**src/rtl/mmio_uart_tx.sv**
```systemverilog
// mmio_uart_tx: memory-mapped 8N1 UART transmitter behind the processor store port.
// Stores to TXDATA queue a byte in a small circular FIFO.
// Loads from STATUS return full/empty/busy/overflow/count for polling.
module mmio_uart_tx #(
    parameter logic [31:0] BASE_ADDR    = 32'hFFFF_FF00,
    parameter int          CLKS_PER_BIT = 16,
    parameter int          DEPTH        = 4
) (
    input  logic        clk,
    input  logic        reset,
    input  logic        memwrite,
    input  logic [31:0] dataadr,
    input  logic [31:0] writedata,
    output logic        io_sel,
    output logic [31:0] readdata,
    output logic        txd
);

    localparam int              PW          = $clog2(DEPTH);
    localparam int              CW          = PW + 1;
    localparam logic [CW-1:0]   FULL_CNT    = CW'(DEPTH);
    localparam logic [15:0]     BAUD_LAST   = 16'(CLKS_PER_BIT - 1);
    localparam logic [31:0]     STATUS_ADDR = BASE_ADDR + 32'd4;

    typedef enum logic [1:0] {
        S_IDLE,
        S_START,
        S_DATA,
        S_STOP
    } state_t;

    // Registered state
    state_t          r_state;
    logic [7:0]      r_mem [DEPTH];
    logic [PW-1:0]   r_wr_ptr;
    logic [PW-1:0]   r_rd_ptr;
    logic [CW-1:0]   r_count;
    logic            r_ovf;
    logic [15:0]     r_baud;
    logic [2:0]      r_bitcnt;
    logic [7:0]      r_shift;
    logic            r_txd;

    // Decode and next-state wires
    logic            w_sel_tx;
    logic            w_sel_st;
    logic            w_push;
    logic            w_ovf_set;
    logic            w_ovf_clr;
    logic            w_pop;
    logic            w_not_empty;
    logic            w_baud_end;
    logic [7:0]      w_head;
    logic [31:0]     w_status;
    state_t          w_state_nxt;
    logic [15:0]     w_baud_nxt;
    logic [2:0]      w_bitcnt_nxt;
    logic [7:0]      w_shift_nxt;
    logic            w_txd_nxt;
    logic            w_unused;

    // Only the low byte and the overflow-clear bit of the store data matter.
    assign w_unused    = ^writedata[31:8];

    assign w_sel_tx    = (dataadr == BASE_ADDR);
    assign w_sel_st    = (dataadr == STATUS_ADDR);
    assign io_sel      = w_sel_tx | w_sel_st;

    // The full check uses the registered count, so a same-cycle pop does not make room.
    assign w_push      = memwrite & w_sel_tx & (r_count != FULL_CNT);
    assign w_ovf_set   = memwrite & w_sel_tx & (r_count == FULL_CNT);
    assign w_ovf_clr   = memwrite & w_sel_st & writedata[3];

    assign w_not_empty = (r_count != '0);
    assign w_baud_end  = (r_baud == BAUD_LAST);
    assign w_head      = r_mem[r_rd_ptr];

    assign w_status    = {23'd0, 5'(r_count), r_ovf, (r_state != S_IDLE),
                          (r_count == '0), (r_count == FULL_CNT)};
    assign readdata    = w_sel_st ? w_status : 32'd0;
    assign txd         = r_txd;

    // Next-state logic for the serializer: start, 8 data bits LSB first, stop.
    always_comb begin
        w_state_nxt  = r_state;
        w_baud_nxt   = r_baud;
        w_bitcnt_nxt = r_bitcnt;
        w_shift_nxt  = r_shift;
        w_txd_nxt    = r_txd;
        w_pop        = 1'b0;
        case (r_state)
            S_IDLE: begin
                w_txd_nxt  = 1'b1;
                w_baud_nxt = '0;
                if (w_not_empty) begin
                    w_pop        = 1'b1;
                    w_shift_nxt  = w_head;
                    w_txd_nxt    = 1'b0;
                    w_bitcnt_nxt = '0;
                    w_state_nxt  = S_START;
                end
            end
            S_START: begin
                if (w_baud_end) begin
                    w_baud_nxt  = '0;
                    w_txd_nxt   = r_shift[0];
                    w_state_nxt = S_DATA;
                end else begin
                    w_baud_nxt = r_baud + 16'd1;
                end
            end
            S_DATA: begin
                if (w_baud_end) begin
                    w_baud_nxt = '0;
                    if (r_bitcnt == 3'd7) begin
                        w_txd_nxt   = 1'b1;
                        w_state_nxt = S_STOP;
                    end else begin
                        w_shift_nxt  = r_shift >> 1;
                        w_txd_nxt    = r_shift[1];
                        w_bitcnt_nxt = r_bitcnt + 3'd1;
                    end
                end else begin
                    w_baud_nxt = r_baud + 16'd1;
                end
            end
            S_STOP: begin
                if (w_baud_end) begin
                    w_baud_nxt = '0;
                    // Chain straight into the next start bit when more data waits.
                    if (w_not_empty) begin
                        w_pop        = 1'b1;
                        w_shift_nxt  = w_head;
                        w_txd_nxt    = 1'b0;
                        w_bitcnt_nxt = '0;
                        w_state_nxt  = S_START;
                    end else begin
                        w_state_nxt = S_IDLE;
                    end
                end else begin
                    w_baud_nxt = r_baud + 16'd1;
                end
            end
            default: begin
                w_state_nxt = S_IDLE;
                w_txd_nxt   = 1'b1;
                w_baud_nxt  = '0;
            end
        endcase
    end

    // Serializer control registers; reset aborts any frame and drives the line idle.
    always_ff @(posedge clk) begin
        if (!reset) begin
            r_state  <= S_IDLE;
            r_txd    <= 1'b1;
            r_baud   <= '0;
            r_bitcnt <= '0;
        end else begin
            r_state  <= w_state_nxt;
            r_txd    <= w_txd_nxt;
            r_baud   <= w_baud_nxt;
            r_bitcnt <= w_bitcnt_nxt;
        end
    end

    // Shift register holds only data; its value is don't-care until a pop loads it.
    always_ff @(posedge clk) begin
        r_shift <= w_shift_nxt;
    end

    // FIFO pointers, occupancy and sticky overflow (set wins over clear).
    always_ff @(posedge clk) begin
        if (!reset) begin
            r_wr_ptr <= '0;
            r_rd_ptr <= '0;
            r_count  <= '0;
            r_ovf    <= 1'b0;
        end else begin
            if (w_push) begin
                r_wr_ptr <= r_wr_ptr + PW'(1);
            end
            if (w_pop) begin
                r_rd_ptr <= r_rd_ptr + PW'(1);
            end
            r_count <= r_count + CW'(w_push) - CW'(w_pop);
            if (w_ovf_set) begin
                r_ovf <= 1'b1;
            end else if (w_ovf_clr) begin
                r_ovf <= 1'b0;
            end
        end
    end

    // FIFO storage; stale entries are harmless because the pointers are reset.
    always_ff @(posedge clk) begin
        if (w_push) begin
            r_mem[r_wr_ptr] <= writedata[7:0];
        end
    end

endmodule

```
**config.mk**
```make
export PLATFORM = sky130hd
export DESIGN_NAME = mmio_uart_tx
export DESIGN_NICKNAME = d
export VERILOG_FILES = /design/src/rtl/mmio_uart_tx.sv
export SDC_FILE = /design/constraint.sdc
export NUM_CORES = 1
export LEC_CHECK = 0
export CORE_UTILIZATION = 40
export DETAILED_ROUTE_END_ITERATION = 10
export PLACE_DENSITY = 0.8
export SYNTH_ARGS = -nofsm -noshare
export SYNTH_HDL_FRONTEND = slang
export SYNTH_SLANG_ARGS = --single-unit
```
**constraint.sdc**
```tcl
create_clock -name clk -period 3.7 [get_ports clk]
set_input_delay 0.555 -clock clk [delete_from_list [all_inputs] [get_ports clk]]
set_output_delay 0.555 -clock clk [all_outputs]
set_load 0.03 [all_outputs]
```
# == Yosys cells after proc, flatten, opt, wreduce, memory -nomap -nowiden ==
# Memory sizes are Yosys's and may differ from the RTL's. A register that Yosys moved wholly into a read port is not among the register bits.
# Cells that the tools add are included.
# totals
reg_bits,38
ramBits,32
out_inout_bits,34
elab_cells,84
latchBits,0
in_bits,67
rom_bits,0
mem_count,1
# op_classes
order_cmp,0
multipliers,0
n_addsub,6
shifts,0
mux,36
div_mod_pow,0
bitwise_logic,6
n_reduce_logical,10
eq_ne,16
# mem_list
memory,words,word_bits,rd,rd_clocked_by_memory_dff,wr,line,text
r_mem,4,8,1,1,1,34,logic [7:0] r_mem [DEPTH];
# ops
cell,count
equality test 32 bit (second input constant),2
two-way mux 8 bit,4
one-hot mux 16 bit (2 select lines),1
one-hot mux 8 bit (3 select lines),1
adder 16 x 1 -> 16 bit (second input constant),1
equality test 16 x 4 -> 1 bit (second input constant),1
two-way mux 16 bit,1
two-way mux 2 bit,7
inequality test 2 bit (second input constant),7
two-way mux 1 bit,13
two-way mux 3 bit,4
one-hot mux 3 bit (3 select lines),1
one-hot mux 2 bit (4 select lines),1
AND reduction 4 bit,2
two-way mux 7 bit,1
equality test 3 bit (second input constant),2
nonzero test 3 bit,2
bitwise AND 1 bit,5
AND reduction 5 bit,1
adder 2 x 1 -> 2 bit (second input constant),2
equality test 2 bit (second input constant),2
one-hot mux 1 bit (4 select lines),1
nonzero test 2 bit,2
adder 3 x 1 -> 3 bit,1
other kinds (9),9

# == Depth between registers and ports, before layout ==
# logic_depth
word_depth,6
ltp_mapped,12
ltp_nobuf,12

# == Worst setup path after synthesis ==
# No wires, ideal clock.
# synth_path
path_kind,input -> register
from,input dataadr[3]
to,register r_count[2]
path_buffers,0
required_time_ns,3.581
slack_ns,0.628
stages,10
t_arrival_ns,2.953
setup_time_ns,0.119
cell_sequence,or3_1 -> nor4_1 -> nand4_1 -> ha_1 -> inv_1 -> ha_1 -> fa_1 -> xnor2_1 -> xnor2_1 -> nor2_1
# synth_via
elab_chain_len,5
# synth_lines
item,line,text
start: declaration,12,"input logic [31:0] dataadr,"
equality test 32 bit,65,assign w_sel_tx = (dataadr == BASE_ADDR);
bitwise AND 1 bit (2 in series),70,assign w_push = memwrite & w_sel_tx & (r_count != FULL_CNT);
adder 3 x 1 -> 3 bit,186,r_count <= r_count + CW'(w_push) - CW'(w_pop);
subtractor 3 x 1 -> 3 bit,186,
end signal: assignment,186,
end: declaration,37,logic [CW-1:0] r_count;
# Every way passes these cells.
# A chain may end at the register's enable or synchronous reset.

# == Worst setup path after layout ==
# layout_path
from,register r_baud[13]
to,register r_count[2]
# layout_via
elab_chain_len,4
# layout_lines
item,line,text
start: declaration,39,logic [15:0] r_baud;
start signal: assignment,162,r_baud <= w_baud_nxt;
equality test 16 x 4 -> 1 bit,75,assign w_baud_end = (r_baud == BAUD_LAST);
two-way mux 1 bit,128,if (w_baud_end) begin
one-hot mux 1 bit (2 select lines),91,case (r_state)
via w_pop,50,logic w_pop;
subtractor 3 x 1 -> 3 bit,186,
# The timed path passes the listed nets, and every way through them passes these cells.

==> summary.md <==
| Metric | Value |
|---|---|
| CTS Buf Count | `9` |
| Worst slew pin tran | `0.646 ns` |
| Routed len/inst | `14.4 um` |
| WL met2 | `3800 um` |
| Worst-Skew Late Latency | `0.34 ns` |
| Crit path max fanout | `8` |
| Final hold viol count | `0` |
| WL met1 | `2880 um` |
| Total gr overflow | `0` |
| Antenna Cells | `0` |
| Crit Path Class | `reg2reg` |
| Mapped Avg Cell Area | `11.4 um^2` |
| I/O pin count | `101` |
| Worst r2r path cells | `11` |
| Cell variety after synth | `50` |
| Postcts setup bufs | `0` |
| Synthesized instance count | `317` |
| Nets | `460` |
| Initial antenna violation count | `0` |
| GRT Total Usage | `15.8%` |
| Yosys reg bits | `72` |
| Worst vdd ir | `0.280 mV` |
| Drt first pass iters | `4` |
| Clock-pin slew on the worst setup and hold paths | `0.07 ns` |
| Seq/Total Area, Yosys | `51.1%` |
| Post-layout min period | `3.28 ns` |
| R2R Path End | `r_count[2]` |
| WL met3 | `249 um` |
| CTS tree | `built` |
| Fill count | `759` |
| H-Tree Depth | `3` |
| Die footprint | `0.00940 mm^2` |
| Ys Warns | `0` |
| DIE HEIGHT | `96.9 um` |
| Number of synthesized flops with an enable pin | `40` |
| R2R Path Start | `r_baud[13]` |
| Top sig layer | `met4` |
| Synth Flop Type | `edfxtp_1` |
| Layout cell share with drive strength beyond 1 | `11.0%` |
| Max_cap viols | `0` |
| Static Leak | `1.57 nW` |
| Sink Count | `72` |
| Area growth, synth to finish | `21.3%` |
| Sum of negative setup slack | `0 ns` |
| Data arrival, critical path | `3.51 ns` |
| DPL Wire Length | `5170 um` |
| FFs w/ async S/R, synth | `0%` |
| Vias in the first global route | `2563` |
| RSZ-0062 raised after global routing | `false` |
| Hold Crit Start | `r_baud[0]` |
| Initial core utilization | `41.3%` |
| Outcome | `finished clean` |
| Setup crit end kind | `flip-flop` |
| Power Dens Cells | `563 mW/mm^2` |
| Clock root buffer | `clkbuf_8` |
| CTS Buffer Depth | `2` |
| Vias | `2563` |
| Antenna Nets Post-Route | `0` |
| DRC viols | `0` |
| Final core utilization | `50.1%` |
| Hold worst-path end | `r_baud[0]` |
| Register area | `0.00184 mm^2` |
| Detailed Route Iter0 Violations | `104` |
| Core box area | `0.00872 mm^2` |
| Routed vias/inst | `5.23` |
| Mapped Area | `0.00360 mm^2` |
| R2R setup slack | `0.42 ns` |
| Routability cong. | `0.777` |
| # rows | `34` |
| Largest net degree at the start of global routing | `23` |
| Hold path depth | `1` |
| Area of the multi-input gates | `0.00156 mm^2` |
| First-pass GRT wire length | `12000 um` |
| Startpoint types | `flip-flop` |
| Cts repair resizes | `0` |
| Port buffer count | `51` |
| Crit share post-route | `88.8%` |
| Min-Delay Path Class | `reg2reg` |
| Max_slew headroom | `56.9%` |
| Critical Path RT | `3.93 ns` |
| Fmax | `0.304 GHz` |
| Hold-fix buffers, CTS | `0` |
| Final Max Tran Viols | `0` |
| Endpoints failing setup | `0` |
| Final clock skew | `0.00538 ns` |
| Final WL | `7040 um` |
| Chip width | `96.9 um` |
[per-layer routing]
layer,vias to the layer above,global-route usage [%]
li1,1225,-
met1,1249,18.1
met2,75,28.5
met3,14,3.11
met4,0,6.77
met5,-,0
[flip-flops by register name (all words and copies together) (netlist names), named ones only]
| signal | cells |
|---|---|
| r_mem | 32 |
| r_baud | 16 |
| r_shift | 8 |
| r_bitcnt | 3 |
| r_count | 3 |
| r_rd_ptr | 2 |
| r_state | 2 |
| r_wr_ptr | 2 |
| r_ovf | 1 |
| txd | 1 |
[report_power, final]
group	internal [mW]	total (mW)	switching (mW)
Combinational	0.336	0.765	0.429
Clock	0.343	0.625	0.282
Sequential	0.978	1.07	0.0926
[cell usage in the layout, fill, tap and decap left out, types with 4 or more instances in the layout]
master and n:
and2_1 4, xnor2_1 14, buf_4 8, mux4_2 8, nand4_1 10, ha_1 15, nor2_1 31, conb_1 25
nor4_1 6, nand3_1 11, inv_1 17, dfxtp_1 32, nand2_1 18, edfxtp_1 40, clkdlybuf4s50_1 51, nor3_1 7
mux2i_1 5, clkbuf_8 10, a21oi_1 8, a22o_1 7, or3_1 5
[synth_stat cells, types with 3 or more instances]
cell type / instances / share of area [%]
a21oi_1: 8 / 1.1
a22o_1: 7 / 1.7
a41o_1: 3 / 0.83
and2_1: 4 / 0.69
and3_1: 3 / 0.52
buf_4: 25 / 5.2
clkbuf_1: 5 / 0.52
dfxtp_1: 32 / 18
edfxtp_1: 40 / 33
ha_1: 15 / 5.2
inv_1: 17 / 1.8
mux2i_1: 5 / 1.4
mux4_2: 8 / 5.0
nand2_1: 18 / 1.9
nand3_1: 11 / 1.5
nand4_1: 10 / 1.7
nor2_1: 31 / 3.2
nor2b_1: 3 / 0.52
nor3_1: 7 / 0.97
nor4_1: 6 / 1.0
o21ai_0: 3 / 0.42
o31ai_1: 3 / 0.62
or3_1: 5 / 0.87
or4_4: 3 / 0.94
xnor2_1: 14 / 3.4
[per-stage QoR]
stage	power [mW]	cells	setup WS [ns]	hold slack, ns	area [um^2]
after floorplan	1.65	341	0.628	0.418	3690
after global placement	1.79	474	0.462	0.429	4170
after detailed placement	1.83	474	0.430	0.444	4170
after CTS	2.47	490	0.454	0.454	4370
after global routing	2.60	490	0.292	0.474	4370
final	2.46	490	0.415	0.449	4370
[kinds of logic (layout without fill, tap and decap cells)]
kind of cell / after synthesis / count (layout) / synth area share (%)
other: 1 / 25 / 0.104
multiplexers: 13 / 13 / 6.39
adder cells (fa/ha/maj): 16 / 16 / 5.76
buffers and inverters: 51 / 92 / 8.19
XOR/XNOR: 16 / 16 / 3.89
AO/OA/AOI/OAI: 34 / 34 / 7.43
AND/OR/NAND/NOR: 114 / 114 / 17.1
flip-flops: 72 / 72 / 51.1
[worst max-delay path by stage]
stage	from	end	depth (start not counted)
after floorplan	dataadr[3]	r_count[2]	10
after global placement	dataadr[3]	readdata[4]	7
after detailed placement	dataadr[3]	r_count[2]	12
after CTS	r_baud[13]	r_count[2]	11
after global routing	r_baud[13]	r_count[2]	11
final	r_baud[13]	r_count[2]	11
[cell type report]
cell class	count	share of cell area [%]
Tap cell	108	3.09
Clock buffer	12	3.43
Clock inverter	4	1.20
Inverter	17	1.46
Multi-Input combinational cell	218	35.6
Sequential cell	72	42.1
Timing Repair Buffer	59	13.1
[worst max-delay path, cell delays in order, from the launching register on]
cell,delay [ns]
dfxtp_1,0.36
or4_4,0.57
nor4_4,0.53
nand3_1,0.23
a21oi_1,0.25
ha_1,0.15
inv_1,0.04
ha_1,0.19
fa_1,0.40
xnor2_1,0.25
xnor2_1,0.16
nor2_1,0.05
No activity file was read; power rests on OpenSTA's default activity.
